`src/rtl/rs_param_age_if.sv`:
```
// Bundle of dispatch, CDB, issue and status signals for the age-ordered reservation station.
// The master side dispatches, broadcasts and consumes issues; the slave side is the station itself.
interface rs_param_age_if #(
    parameter int ENTRIES   = 4,
    parameter int CDB_PORTS = 4,
    parameter int DATA_W    = 16,
    parameter int TAG_W     = 4,
    parameter int OPC_W     = 4,
    parameter int IMM_W     = 8
);
    localparam int CNT_W = $clog2(ENTRIES + 1);

    // valid/ready: a transfer happens at a rising edge where valid & ready are both 1;
    // valid may not depend on ready, and the holder keeps its fields stable while stalled.
    logic                        flush;
    logic                        in_valid;
    logic                        in_ready;
    logic [TAG_W-1:0]            in_tag;
    logic [OPC_W-1:0]            in_opcode;
    logic [IMM_W-1:0]            in_imm;
    logic [TAG_W-1:0]            in_src1_tag;
    logic [TAG_W-1:0]            in_src2_tag;
    logic [DATA_W-1:0]           in_src1_val;
    logic [DATA_W-1:0]           in_src2_val;
    logic                        in_src1_rdy;
    logic                        in_src2_rdy;
    logic [CDB_PORTS-1:0]        cdb_valid;
    logic [CDB_PORTS*TAG_W-1:0]  cdb_tag;
    logic [CDB_PORTS*DATA_W-1:0] cdb_data;
    logic                        out_valid;
    logic                        out_ready;
    logic [TAG_W-1:0]            out_tag;
    logic [OPC_W-1:0]            out_opcode;
    logic [IMM_W-1:0]            out_imm;
    logic [DATA_W-1:0]           out_val1;
    logic [DATA_W-1:0]           out_val2;
    logic [CNT_W-1:0]            count;
    logic                        full;
    logic                        empty;

    modport master (
        output flush, in_valid, in_tag, in_opcode, in_imm,
               in_src1_tag, in_src2_tag, in_src1_val, in_src2_val, in_src1_rdy, in_src2_rdy,
               cdb_valid, cdb_tag, cdb_data, out_ready,
        input  in_ready, out_valid, out_tag, out_opcode, out_imm, out_val1, out_val2,
               count, full, empty
    );

    modport slave (
        input  flush, in_valid, in_tag, in_opcode, in_imm,
               in_src1_tag, in_src2_tag, in_src1_val, in_src2_val, in_src1_rdy, in_src2_rdy,
               cdb_valid, cdb_tag, cdb_data, out_ready,
        output in_ready, out_valid, out_tag, out_opcode, out_imm, out_val1, out_val2,
               count, full, empty
    );
endinterface

```
`src/rtl/rs_param_age.sv`:
```
// Reservation station: captures operands from the CDB, issues the oldest ready entry
// through a registered valid/ready stage, with flush and occupancy status.
module rs_param_age #(
    parameter int ENTRIES   = 4,
    parameter int CDB_PORTS = 4,
    parameter int DATA_W    = 16,
    parameter int TAG_W     = 4,
    parameter int OPC_W     = 4,
    parameter int IMM_W     = 8
) (
    input logic           clk,
    input logic           rst,
    rs_param_age_if.slave bus
);
    localparam int CNT_W = $clog2(ENTRIES + 1);
    localparam int IDX_W = (ENTRIES > 1) ? $clog2(ENTRIES) : 1;

    logic [ENTRIES-1:0] valid_q, valid_d;
    logic [ENTRIES-1:0] s1_rdy_q, s1_rdy_d;
    logic [ENTRIES-1:0] s2_rdy_q, s2_rdy_d;
    logic [TAG_W-1:0]   tag_q    [ENTRIES];
    logic [TAG_W-1:0]   tag_d    [ENTRIES];
    logic [OPC_W-1:0]   opc_q    [ENTRIES];
    logic [OPC_W-1:0]   opc_d    [ENTRIES];
    logic [IMM_W-1:0]   imm_q    [ENTRIES];
    logic [IMM_W-1:0]   imm_d    [ENTRIES];
    logic [TAG_W-1:0]   s1_tag_q [ENTRIES];
    logic [TAG_W-1:0]   s1_tag_d [ENTRIES];
    logic [TAG_W-1:0]   s2_tag_q [ENTRIES];
    logic [TAG_W-1:0]   s2_tag_d [ENTRIES];
    logic [DATA_W-1:0]  s1_val_q [ENTRIES];
    logic [DATA_W-1:0]  s1_val_d [ENTRIES];
    logic [DATA_W-1:0]  s2_val_q [ENTRIES];
    logic [DATA_W-1:0]  s2_val_d [ENTRIES];
    // age_q[i][j] set means entry i was dispatched before entry j
    logic [ENTRIES-1:0] age_q    [ENTRIES];
    logic [ENTRIES-1:0] age_d    [ENTRIES];

    logic              out_valid_q, out_valid_d;
    logic [TAG_W-1:0]  out_tag_q, out_tag_d;
    logic [OPC_W-1:0]  out_opc_q, out_opc_d;
    logic [IMM_W-1:0]  out_imm_q, out_imm_d;
    logic [DATA_W-1:0] out_val1_q, out_val1_d;
    logic [DATA_W-1:0] out_val2_q, out_val2_d;

    logic [DATA_W:0]    wake1 [ENTRIES];
    logic [DATA_W:0]    wake2 [ENTRIES];
    logic [DATA_W:0]    byp1, byp2;
    logic [ENTRIES-1:0] cand, blocked, sel_oh;
    logic [IDX_W-1:0]   sel_idx, alloc_idx;
    logic [CNT_W-1:0]   occ;
    logic               full, any_cand, issue_fire, disp_fire;

    // MSB is the hit flag; descending scan leaves the lowest matching port's data
    function automatic logic [DATA_W:0] cdb_match(
        input logic [TAG_W-1:0]            t,
        input logic [CDB_PORTS-1:0]        v,
        input logic [CDB_PORTS*TAG_W-1:0]  tags,
        input logic [CDB_PORTS*DATA_W-1:0] data
    );
        logic [DATA_W:0] r;
        r = '0;
        for (int k = CDB_PORTS - 1; k >= 0; k--) begin
            if (v[k] && (tags[k*TAG_W +: TAG_W] == t)) r = {1'b1, data[k*DATA_W +: DATA_W]};
        end
        return r;
    endfunction

    always_comb begin
        for (int i = 0; i < ENTRIES; i++) begin
            wake1[i] = cdb_match(s1_tag_q[i], bus.cdb_valid, bus.cdb_tag, bus.cdb_data);
            wake2[i] = cdb_match(s2_tag_q[i], bus.cdb_valid, bus.cdb_tag, bus.cdb_data);
        end
        byp1 = cdb_match(bus.in_src1_tag, bus.cdb_valid, bus.cdb_tag, bus.cdb_data);
        byp2 = cdb_match(bus.in_src2_tag, bus.cdb_valid, bus.cdb_tag, bus.cdb_data);
    end

    // Oldest candidate: the one no other candidate is older than
    always_comb begin
        cand    = valid_q & s1_rdy_q & s2_rdy_q;
        blocked = '0;
        for (int i = 0; i < ENTRIES; i++) begin
            for (int j = 0; j < ENTRIES; j++) begin
                if (cand[j] && age_q[j][i]) blocked[i] = 1'b1;
            end
        end
        sel_oh  = cand & ~blocked;
        sel_idx = '0;
        for (int i = 0; i < ENTRIES; i++) begin
            if (sel_oh[i]) sel_idx = IDX_W'(i);
        end
        alloc_idx = '0;
        for (int i = ENTRIES - 1; i >= 0; i--) begin
            if (!valid_q[i]) alloc_idx = IDX_W'(i);
        end
        occ = '0;
        for (int i = 0; i < ENTRIES; i++) begin
            occ = occ + CNT_W'(valid_q[i]);
        end
    end

    assign full       = &valid_q;
    assign any_cand   = |cand;
    assign issue_fire = any_cand && (!out_valid_q || bus.out_ready) && !bus.flush;
    assign disp_fire  = bus.in_valid && !full && !bus.flush;

    always_comb begin
        valid_d  = valid_q;
        s1_rdy_d = s1_rdy_q;
        s2_rdy_d = s2_rdy_q;
        tag_d    = tag_q;
        opc_d    = opc_q;
        imm_d    = imm_q;
        s1_tag_d = s1_tag_q;
        s2_tag_d = s2_tag_q;
        s1_val_d = s1_val_q;
        s2_val_d = s2_val_q;
        age_d    = age_q;

        for (int i = 0; i < ENTRIES; i++) begin
            if (valid_q[i] && !s1_rdy_q[i] && wake1[i][DATA_W]) begin
                s1_rdy_d[i] = 1'b1;
                s1_val_d[i] = wake1[i][DATA_W-1:0];
            end
            if (valid_q[i] && !s2_rdy_q[i] && wake2[i][DATA_W]) begin
                s2_rdy_d[i] = 1'b1;
                s2_val_d[i] = wake2[i][DATA_W-1:0];
            end
        end

        if (issue_fire) valid_d[sel_idx] = 1'b0;

        // alloc_idx comes from registered valid bits, so it never aliases the issuing slot
        if (disp_fire) begin
            valid_d[alloc_idx]  = 1'b1;
            tag_d[alloc_idx]    = bus.in_tag;
            opc_d[alloc_idx]    = bus.in_opcode;
            imm_d[alloc_idx]    = bus.in_imm;
            s1_tag_d[alloc_idx] = bus.in_src1_tag;
            s2_tag_d[alloc_idx] = bus.in_src2_tag;
            s1_rdy_d[alloc_idx] = bus.in_src1_rdy | byp1[DATA_W];
            s2_rdy_d[alloc_idx] = bus.in_src2_rdy | byp2[DATA_W];
            s1_val_d[alloc_idx] = bus.in_src1_rdy ? bus.in_src1_val : byp1[DATA_W-1:0];
            s2_val_d[alloc_idx] = bus.in_src2_rdy ? bus.in_src2_val : byp2[DATA_W-1:0];
            for (int j = 0; j < ENTRIES; j++) begin
                age_d[j][alloc_idx] = 1'b1;
            end
            age_d[alloc_idx] = '0;
        end

        if (bus.flush) begin
            valid_d = '0;
            for (int i = 0; i < ENTRIES; i++) begin
                age_d[i] = '0;
            end
        end
    end

    always_comb begin
        out_valid_d = out_valid_q;
        out_tag_d   = out_tag_q;
        out_opc_d   = out_opc_q;
        out_imm_d   = out_imm_q;
        out_val1_d  = out_val1_q;
        out_val2_d  = out_val2_q;
        if (issue_fire) begin
            out_valid_d = 1'b1;
            out_tag_d   = tag_q[sel_idx];
            out_opc_d   = opc_q[sel_idx];
            out_imm_d   = imm_q[sel_idx];
            out_val1_d  = s1_val_q[sel_idx];
            out_val2_d  = s2_val_q[sel_idx];
        end else if (bus.out_ready) begin
            out_valid_d = 1'b0;
        end
        if (bus.flush) out_valid_d = 1'b0;
    end

    always_ff @(posedge clk or posedge rst) begin
        if (rst) begin
            valid_q     <= '0;
            s1_rdy_q    <= '0;
            s2_rdy_q    <= '0;
            out_valid_q <= 1'b0;
            out_tag_q   <= '0;
            out_opc_q   <= '0;
            out_imm_q   <= '0;
            out_val1_q  <= '0;
            out_val2_q  <= '0;
            for (int i = 0; i < ENTRIES; i++) begin
                tag_q[i]    <= '0;
                opc_q[i]    <= '0;
                imm_q[i]    <= '0;
                s1_tag_q[i] <= '0;
                s2_tag_q[i] <= '0;
                s1_val_q[i] <= '0;
                s2_val_q[i] <= '0;
                age_q[i]    <= '0;
            end
        end else begin
            valid_q     <= valid_d;
            s1_rdy_q    <= s1_rdy_d;
            s2_rdy_q    <= s2_rdy_d;
            tag_q       <= tag_d;
            opc_q       <= opc_d;
            imm_q       <= imm_d;
            s1_tag_q    <= s1_tag_d;
            s2_tag_q    <= s2_tag_d;
            s1_val_q    <= s1_val_d;
            s2_val_q    <= s2_val_d;
            age_q       <= age_d;
            out_valid_q <= out_valid_d;
            out_tag_q   <= out_tag_d;
            out_opc_q   <= out_opc_d;
            out_imm_q   <= out_imm_d;
            out_val1_q  <= out_val1_d;
            out_val2_q  <= out_val2_d;
        end
    end

    assign bus.in_ready   = ~full;
    assign bus.full       = full;
    assign bus.empty      = ~|valid_q;
    assign bus.count      = occ;
    assign bus.out_valid  = out_valid_q;
    assign bus.out_tag    = out_tag_q;
    assign bus.out_opcode = out_opc_q;
    assign bus.out_imm    = out_imm_q;
    assign bus.out_val1   = out_val1_q;
    assign bus.out_val2   = out_val2_q;
endmodule

```
`src/flat_wrapper.sv`:
```
// flat-port wrapper written by rule: the top's interface ports become plain ports
module rs_param_age_flat 
#(
    parameter int ENTRIES   = 4,
    parameter int CDB_PORTS = 4,
    parameter int DATA_W    = 16,
    parameter int TAG_W     = 4,
    parameter int OPC_W     = 4,
    parameter int IMM_W     = 8
)
  (clk, rst, bus_flush, bus_in_valid, bus_in_tag, bus_in_opcode, bus_in_imm, bus_in_src1_tag, bus_in_src2_tag, bus_in_src1_val, bus_in_src2_val, bus_in_src1_rdy, bus_in_src2_rdy, bus_cdb_valid, bus_cdb_tag, bus_cdb_data, bus_out_ready, bus_in_ready, bus_out_valid, bus_out_tag, bus_out_opcode, bus_out_imm, bus_out_val1, bus_out_val2, bus_count, bus_full, bus_empty);
  rs_param_age_if #(.ENTRIES(ENTRIES), .CDB_PORTS(CDB_PORTS), .DATA_W(DATA_W), .TAG_W(TAG_W), .OPC_W(OPC_W), .IMM_W(IMM_W)) bus_i ();
  input logic clk;
  input logic rst;
  input wire logic [$bits(bus_i.flush)-1:0] bus_flush;
  input wire logic [$bits(bus_i.in_valid)-1:0] bus_in_valid;
  input wire logic [$bits(bus_i.in_tag)-1:0] bus_in_tag;
  input wire logic [$bits(bus_i.in_opcode)-1:0] bus_in_opcode;
  input wire logic [$bits(bus_i.in_imm)-1:0] bus_in_imm;
  input wire logic [$bits(bus_i.in_src1_tag)-1:0] bus_in_src1_tag;
  input wire logic [$bits(bus_i.in_src2_tag)-1:0] bus_in_src2_tag;
  input wire logic [$bits(bus_i.in_src1_val)-1:0] bus_in_src1_val;
  input wire logic [$bits(bus_i.in_src2_val)-1:0] bus_in_src2_val;
  input wire logic [$bits(bus_i.in_src1_rdy)-1:0] bus_in_src1_rdy;
  input wire logic [$bits(bus_i.in_src2_rdy)-1:0] bus_in_src2_rdy;
  input wire logic [$bits(bus_i.cdb_valid)-1:0] bus_cdb_valid;
  input wire logic [$bits(bus_i.cdb_tag)-1:0] bus_cdb_tag;
  input wire logic [$bits(bus_i.cdb_data)-1:0] bus_cdb_data;
  input wire logic [$bits(bus_i.out_ready)-1:0] bus_out_ready;
  output wire logic [$bits(bus_i.in_ready)-1:0] bus_in_ready;
  output wire logic [$bits(bus_i.out_valid)-1:0] bus_out_valid;
  output wire logic [$bits(bus_i.out_tag)-1:0] bus_out_tag;
  output wire logic [$bits(bus_i.out_opcode)-1:0] bus_out_opcode;
  output wire logic [$bits(bus_i.out_imm)-1:0] bus_out_imm;
  output wire logic [$bits(bus_i.out_val1)-1:0] bus_out_val1;
  output wire logic [$bits(bus_i.out_val2)-1:0] bus_out_val2;
  output wire logic [$bits(bus_i.count)-1:0] bus_count;
  output wire logic [$bits(bus_i.full)-1:0] bus_full;
  output wire logic [$bits(bus_i.empty)-1:0] bus_empty;
  assign bus_i.flush = bus_flush;
  assign bus_i.in_valid = bus_in_valid;
  assign bus_i.in_tag = bus_in_tag;
  assign bus_i.in_opcode = bus_in_opcode;
  assign bus_i.in_imm = bus_in_imm;
  assign bus_i.in_src1_tag = bus_in_src1_tag;
  assign bus_i.in_src2_tag = bus_in_src2_tag;
  assign bus_i.in_src1_val = bus_in_src1_val;
  assign bus_i.in_src2_val = bus_in_src2_val;
  assign bus_i.in_src1_rdy = bus_in_src1_rdy;
  assign bus_i.in_src2_rdy = bus_in_src2_rdy;
  assign bus_i.cdb_valid = bus_cdb_valid;
  assign bus_i.cdb_tag = bus_cdb_tag;
  assign bus_i.cdb_data = bus_cdb_data;
  assign bus_i.out_ready = bus_out_ready;
  assign bus_in_ready = bus_i.in_ready;
  assign bus_out_valid = bus_i.out_valid;
  assign bus_out_tag = bus_i.out_tag;
  assign bus_out_opcode = bus_i.out_opcode;
  assign bus_out_imm = bus_i.out_imm;
  assign bus_out_val1 = bus_i.out_val1;
  assign bus_out_val2 = bus_i.out_val2;
  assign bus_count = bus_i.count;
  assign bus_full = bus_i.full;
  assign bus_empty = bus_i.empty;
  rs_param_age #(.ENTRIES(ENTRIES), .CDB_PORTS(CDB_PORTS), .DATA_W(DATA_W), .TAG_W(TAG_W), .OPC_W(OPC_W), .IMM_W(IMM_W)) u_core (.clk(clk), .rst(rst), .bus(bus_i));
endmodule
```
`config.mk`:
```
export PLATFORM = sky130hd
export DESIGN_NAME = rs_param_age_flat
export DESIGN_NICKNAME = d
export VERILOG_FILES = /design/src/rtl/rs_param_age_if.sv /design/src/rtl/rs_param_age.sv /design/src/flat_wrapper.sv
export SDC_FILE = /design/constraint.sdc
export NUM_CORES = 1
export LEC_CHECK = 0
export CORE_UTILIZATION = 25
export CTS_BUF_LIST = sky130_fd_sc_hd__clkbuf_8 sky130_fd_sc_hd__clkbuf_16
export CTS_CLUSTER_DIAMETER = 50
export CTS_CLUSTER_SIZE = 16
export DETAILED_ROUTE_END_ITERATION = 6
export PLACE_DENSITY_LB_ADDON = 0.3
export SYNTH_ARGS = -nofsm -noshare
export SYNTH_HDL_FRONTEND = slang
export SYNTH_SLANG_ARGS = --single-unit
export TNS_END_PERCENT = 100
```
`constraint.sdc`:
```
create_clock -name clk -period 12.2 [get_ports clk]
set_input_delay 3.66 -clock clk [delete_from_list [all_inputs] [get_ports clk]]
set_output_delay 3.66 -clock clk [all_outputs]
set_load 0.01 [all_outputs]
```
Word-level counts from Yosys, hierarchy flattened

Cells that the tools add are included.

$add $sub $neg: 3
Order comparisons: 7
Equality and inequality tests: 40
Multiplexer cells: 127
Bitwise logic cells: 18
Reduce and logical (&&, ||, !) cells: 97

Operators by type and width:

| kind                                    | count |
|---|---|
| 2-to-1 mux 17 bit                       | 40 |
| 2-to-1 mux 16 bit                       | 17 |
| equality test 4 bit                     | 40 |
| bitwise mux 64 bit                      | 2 |
| 2-to-1 mux 64 bit                       | 2 |
| logical AND 1 bit                       | 79 |
| binary-select mux 16 bit (select 2 bit) | 2 |
| bitwise mux 16 bit                      | 4 |
| 2-to-1 mux 4 bit                        | 10 |
| bitwise mux 32 bit                      | 1 |
| demux 16 bit (select 2 bit)             | 1 |
| 2-to-1 mux 1 bit                        | 30 |
| 2-to-1 mux 8 bit                        | 3 |
| OR 4 bit                                | 5 |
| AND 16 bit                              | 1 |
| AND 4 bit                               | 4 |
| binary-select mux 4 bit (select 2 bit)  | 2 |
| binary-select mux 8 bit (select 2 bit)  | 1 |
| demux 8 bit (select 2 bit)              | 1 |
| NOT 16 bit                              | 1 |
| logical NOT 1 bit                       | 12 |
| 2-to-1 mux 2 bit                        | 6 |
| bitwise mux 4 bit                       | 2 |
| demux 4 bit (select 2 bit)              | 1 |
| 16 further kinds                        | 25 |

Register bits after elaboration: 301
Output and inout port bits: 55
Logic and storage cells: 333

Longest topological paths before layout

Word-level depth: 22
Depth in mapped cells: 11
Mapped depth without buffers: 9

Worst setup path before layout

No wires, ideal clock.

Path kind: input -> register
Start: input port bus_cdb_tag[5]
End: register u_core.s2_val_q[38] (netlist bit)
Library setup time: 123 ps
Arrival time: 5,664 ps
Data required time: 12,077 ps
Path slack: 6,413 ps
Stages on the path: 10
Buffers on the path: 4
Cell sequence: buf_4 > xor2_1 > nor4_4 > o41ai_1 > or2_1 > buf_6 > or3_1 > buf_2 > buf_6 > o221a_1

RTL lines:

| item                   | line                | text |
|---|---|---|
| start: declaration     | flat_wrapper.sv:27  | `input wire logic [$bits(bus_i.cdb_tag)-1:0] bus_cdb_tag;` |
| end signal: assignment | rs_param_age.sv:210 | `s2_val_q <= s2_val_d;` |
| end: declaration       | rs_param_age.sv:33  | `logic [DATA_W-1:0] s2_val_q [ENTRIES];` |

==> flow_summary.yaml <==
detailed_routing:
  wirelength_mm: 92.9
  drc_errors: 0
  post_drt_wl_per_cell_um: 25.3
  drt_first_pass_iters: 6
  antenna_left: 0
  dr_total_vias: 20609
  routed_via_density: 5.60
  drt_iter0_drc: 2445
placement:
  place_hpwl_mm: 63.2
  pre_cts_slack_ns: 4.14
  gp_congestion: 0.913
  place_area_mm2: 0.0234
  port_buffers: 201
timing:
  finalSetupTns_ns: 0
  fin_crit_sh_pct: 61.8
  slew_violations: 0
  setup_slack_ns: 4.66
  skew_ns: 0.0302
  relSlewSlack_pct: 6.66
  tightest_slew_ns: 1.40
  fmax_ghz: 0.133
  min_period_ns: 7.54
  rsz0062_at_grt: "no"
  setup-violations-final: 0
  hold_violations: 0
die:
  num_rows: 105
  die_area_mm2: 0.0850
  coreArea_mm2: 0.0825
  num_io_pins: 202
  die_w_um: 292
  start_util_pct: 25.4
  die_y_um: 292
global_routing:
  grt-ovfl-total: 0
  grt_pass1_wl_mm: 137
  grt_max_degree: 130
  track_usage_pct: 21.3
  grt_pass1_vias: 19948
  antenna_found_initial: 4
clock_tree:
  post_cts_resized: 0
  htreeDepth: 2
  cts_setup_buffers: 0
  cts_root_buffer: "clkbuf_16"
  cts_hold_buf: 0
  clk_pin_slew_ns: 0.06
  cts.sinks: 297
  cts_made_buffers: 47
  cts_tree: "yes"
  clk_latency_ns: 0.60
  cts_buffer_depth: 3
setup_path:
  reg2reg_slack_ns: 8.18
  crit_required_ns: 12.61
  arrival_ns: 7.96
  slowest_stage: "nor4_4"
  critical_path.max_fanout: 18
  crit-reg2reg-capture: "u_core.bus.out_val2[3]"
  path_cells: "clkdlybuf4s50_1, xor2_1, nor4_4, or4_1, and3b_1, nor3b_2, a22oi_1"
  critical_path_class: "input port to register"
  cpPeakStageDelay_ns: 1.02
  timing.rr.start: "u_core.valid_q[2]"
  cp-start-kind: "input port"
  critPathCaptureType: "register"
  rr_worst_depth: 9
worst_hold_path:
  holdPathStages: 2
  hp-start: "u_core.imm_q[2]"
  hold_end: "u_core.imm_q[2]"
  worst_hold_path_type: "register to register"
logic_synthesis:
  yosysWarningCount: 0
  syn_area_per_cell_um2: 8.11
  synth_area_leaders: "dfrtp_1 35%, nand2_1 7.9%, xor2_1 4.8%"
  ys_seq_area_share_pct: 35.5
  ys.flop_type: "dfrtp_1"
  synth_top_area_cell: "dfrtp_1"
  syn_nets: 2735
  synth_top_area_share_pct: 35.5
  ys_types: 74
  async_reset_ff_share_pct: 100
  netlist_instances: 2584
  syn_area_mm2: 0.0210
  synth_edf_count: 0
  yosys_register_bits: 297
cells_and_area:
  stdcell_area_mm2: 0.0251
  layout.nets: 2720
  final_cell_mix: "440 x nand2_1, 297 x dfrtp_1, 229 x nor2_1"
  drive_above_1_share_pct: 7.25
  final_common_cell: "nand2_1"
  area_delta_synth_final_pct: 20.0
  final_util_pct: 30.5
power:
  power.density_mw_per_mm2: 155
  p_leak_nw: 10.6
  ir_drop_mv: 0.0952
  power_w: 0.00391
flow_run:
  maxCapViolCount: 0
status:
  status: "finished, final reports clean"
==> worst max-delay path, delay by kind of cell <==
family                    cells  cell delay, ns
xor gates and xnor gates      1            0.21
buffers and inverters         1            0.99
and+or+nand+nor               4            2.91
AOI/OAI and AO/OA             1            0.17
==> stage by stage <==
stage | std cells | hold slack [ns]
final | 3680 | 0.469
after global routing | 3679 | 0.482
after CTS | 3676 | 0.472
after detailed placement | 3590 | 0.457
after global placement | 3590 | 0.453
after floorplan | 2584 | 0.440
==> Yosys cell counts (25+ instances only) <==
cell type and n:
xor2_1 116, dfrtp_1 297, clkbuf_1 206, o221ai_1 48
a221oi_1 51, buf_2 50, o21ai_0 108, a221o_1 45
o31ai_1 29, mux2i_1 81, a31oi_1 44, o22ai_1 25
a22o_1 31, nor2_1 231, nand3_1 55, nand2b_1 39
a22oi_1 67, a211oi_1 44, nand2_1 440, inv_1 46
a21oi_1 138, xnor2_1 35, buf_1 38
==> worst max-delay path by stage <==
stage	start	end
floorplan	rst	u_core.age_q[10]
global placement	bus_cdb_tag[9]	u_core.s1_val_q[28]
detailed placement	bus_cdb_tag[8]	u_core.s1_val_q[60]
CTS	bus_cdb_tag[8]	u_core.s1_val_q[60]
global route	bus_cdb_tag[8]	u_core.s1_val_q[18]
finish	bus_cdb_tag[8]	u_core.s1_val_q[24]
==> metal layers <==
layer	share of wire, %	GRT usage (%)	vias up
li1	-	-	9257
met1	43	28.6	10085
met2	44	32.5	1038
met3	8.6	4.60	229
met4	4.3	9.58	0
met5	0	0	-
==> cells by family (layout without fill, tap and decap cells) <==
logic type / after synthesis / after routing / synth area share, %
and+or+nand+nor: 936 / 936 / 20.7
AOI/OAI and AO/OA: 751 / 751 / 26.0
buffers and inverters: 362 / 384 / 7.27
DFF: 297 / 297 / 35.5
xor gates and xnor gates: 151 / 151 / 6.31
muxes: 83 / 83 / 3.98
adders and majority gates: 4 / 4 / 0.275
other: 0 / 4 / 0
==> cell type report <==
cell class	count	area, µm²
inverters	46	180
diodes	4	10.0
well taps	1070	1340
repair buffers	252	2410
clock inverters	37	495
fillers	8765	57400
clock buffers	49	1200
flip-flops and latches	297	7430
multi-input cells	1925	12100
==> sequential cells by signal (all words and copies together), names as in the netlist <==
name / cells
u_core.age_q: 12
u_core.bus.out_imm: 8
u_core.bus.out_opcode: 4
u_core.bus.out_tag: 4
u_core.bus.out_val1: 16
u_core.bus.out_val2: 16
u_core.bus.out_valid: 1
u_core.imm_q: 32
u_core.opc_q: 16
u_core.s1_rdy_q: 4
u_core.s1_tag_q: 16
u_core.s1_val_q: 64
u_core.s2_rdy_q: 4
u_core.s2_tag_q: 16
u_core.s2_val_q: 64
u_core.tag_q: 16
u_core.valid_q: 4
==> where the power goes <==
| part | internal, W | switching [W] |
|---|---|---|
| Clock | 0.000902 | 0.000568 |
| Combinational | 0.000491 | 0.000572 |
| Sequential | 0.00121 | 0.000167 |
Note: power is estimated with default switching activity, not from simulation.
==> RTL change (same settings) <==
Take the reset off `out_tag_q` and `out_imm_q` and load them in a clocked block of their own.
--- a/src/rtl/rs_param_age.sv
+++ b/src/rtl/rs_param_age.sv
@@ -184,5 +184,3 @@
             out_valid_q <= 1'b0;
-            out_tag_q   <= '0;
             out_opc_q   <= '0;
-            out_imm_q   <= '0;
             out_val1_q  <= '0;
@@ -212,5 +210,3 @@
             out_valid_q <= out_valid_d;
-            out_tag_q   <= out_tag_d;
             out_opc_q   <= out_opc_d;
-            out_imm_q   <= out_imm_d;
             out_val1_q  <= out_val1_d;
@@ -218,2 +214,7 @@
         end
+    end
+
+    always_ff @(posedge clk) begin
+        out_tag_q <= out_tag_d;
+        out_imm_q <= out_imm_d;
     end
Check against the original RTL: differs if rst is asserted again (counterexample within 4 cycles, from zero or initial values and one cycle with rst high); with rst held inactive, the same outputs for 4 cycles.
==> RTL change against the unedited design <==
Setup slack improved by 0.19 ns; total power decreased by 1.2%; area after synthesis is 1.4% lower; design area shrank 0.58%; hold slack hardly changed; synthesized cell count decreased by 4.1%; routed wire length hardly changed; sequential cell count stayed put; critical path type unchanged; highest routed layer is now met5.
==> RTL change: results <==
[status]
status = completed

[critical_path]
cp-endpoint = u_core.s1_val_q[13]$_DFF_PP0_
crit_start = bus_cdb_tag[15]
cp_slowest_cell = clkdlybuf4s50_1
worst-r2r-cell-count = 8
cp.arrival_ns = 7.86
crit_fanout = 33
rrSetupSlack_ns = 8.28
crit_path_max_incr_delay_ns = 0.87

[cts]
numCtsBuffers = 48

[sta]
max_slew_margin_pct = 11.2
period_needed_ns = 7.35
fin_skew_ns = 0.0408
fin_hold_ws_ns = 0.468

[logic_synthesis]
synthArstFlopShare_pct = 96.0
yosys-top-cells-count = nand2_1, dfrtp_1, nor2_1
synth_cell_types = 76
synth_seq_area_share_pct = 36.3
synthTopCellsByArea = dfrtp_1, nand2_1, a211oi_1
syn_inst = 2478
synth_edf_count = 12

[worst_hold_path]
min_from = u_core.imm_q[21]$_DFFE_PP0P_
hold-path-endpoint = u_core.imm_q[21]$_DFFE_PP0P_

[grt]
use_met2_pct = 33.8
antenna_found_initial = 21
use_met3_pct = 4.60
grt_pass1_vias = 19500
grt_use_total_pct = 21.7
use_met1_pct = 29.6
grt_max_degree = 139

[finish]
fin_cells = 3592
nFillCells = 8720
finalNetCount = 2629
drive_gt1_share_pct = 9.41

[detailed_routing]
vias = 20400
topRoutingLayerUsed = met5
dr_wl_met3_microns = 9160
wl_met2_microns = 40900
met1_length_microns = 39500
drt_iter0_drc = 2438
wire_per_inst_microns = 25.9

[power_and_ir_drop]
seq_cell_power_w = 0.00141
switching_share_pct = 34.0
ir_drop_uv = 82.6
p_clk_share_pct = 37.1
p_per_area_nw_per_um2 = 154

[placed_design]
dp_hpwl_microns = 62600
dpl_worst_slack_ns = 4.39
gp_congestion = 0.925
place_area_sq_um = 23300
dp.cells = 3498
RTL change: cell types whose count changed after synthesis, sizes merged, moves of 26 or more:
cell,change
a211oi,+77
nand2,-73
o22ai,+54
o21ai,-42
a221o,-29
inv,-29
nand4,+29
o211ai,+29
xnor2,+29
o221a,-27
o31ai,-26
RTL change: layout make-up:
cell class / count / area (sq um) / share of cell area [%]
Clock inverter: 39 / 412 / 1.65
Sequential cell: 297 / 7490 / 30.0
Timing Repair Buffer: 251 / 2400 / 9.60
Multi-Input combinational cell: 1860 / 12000 / 48.0
Clock buffer: 51 / 1250 / 5.01
Antenna cell: 4 / 10.0 / 0.0400
Tap cell: 1070 / 1340 / 5.36
Inverter: 20 / 82.6 / 0.330
RTL change: logic make-up after synthesis:
logic type / after synthesis / share of synthesized area (%)
buf+inv: 321 / 6.42
xor+xnor: 157 / 6.66
compound gates: 712 / 25.1
flops: 297 / 36.3
mux: 122 / 6.08
fa+ha+maj: 4 / 0.279
simple gates: 865 / 19.2
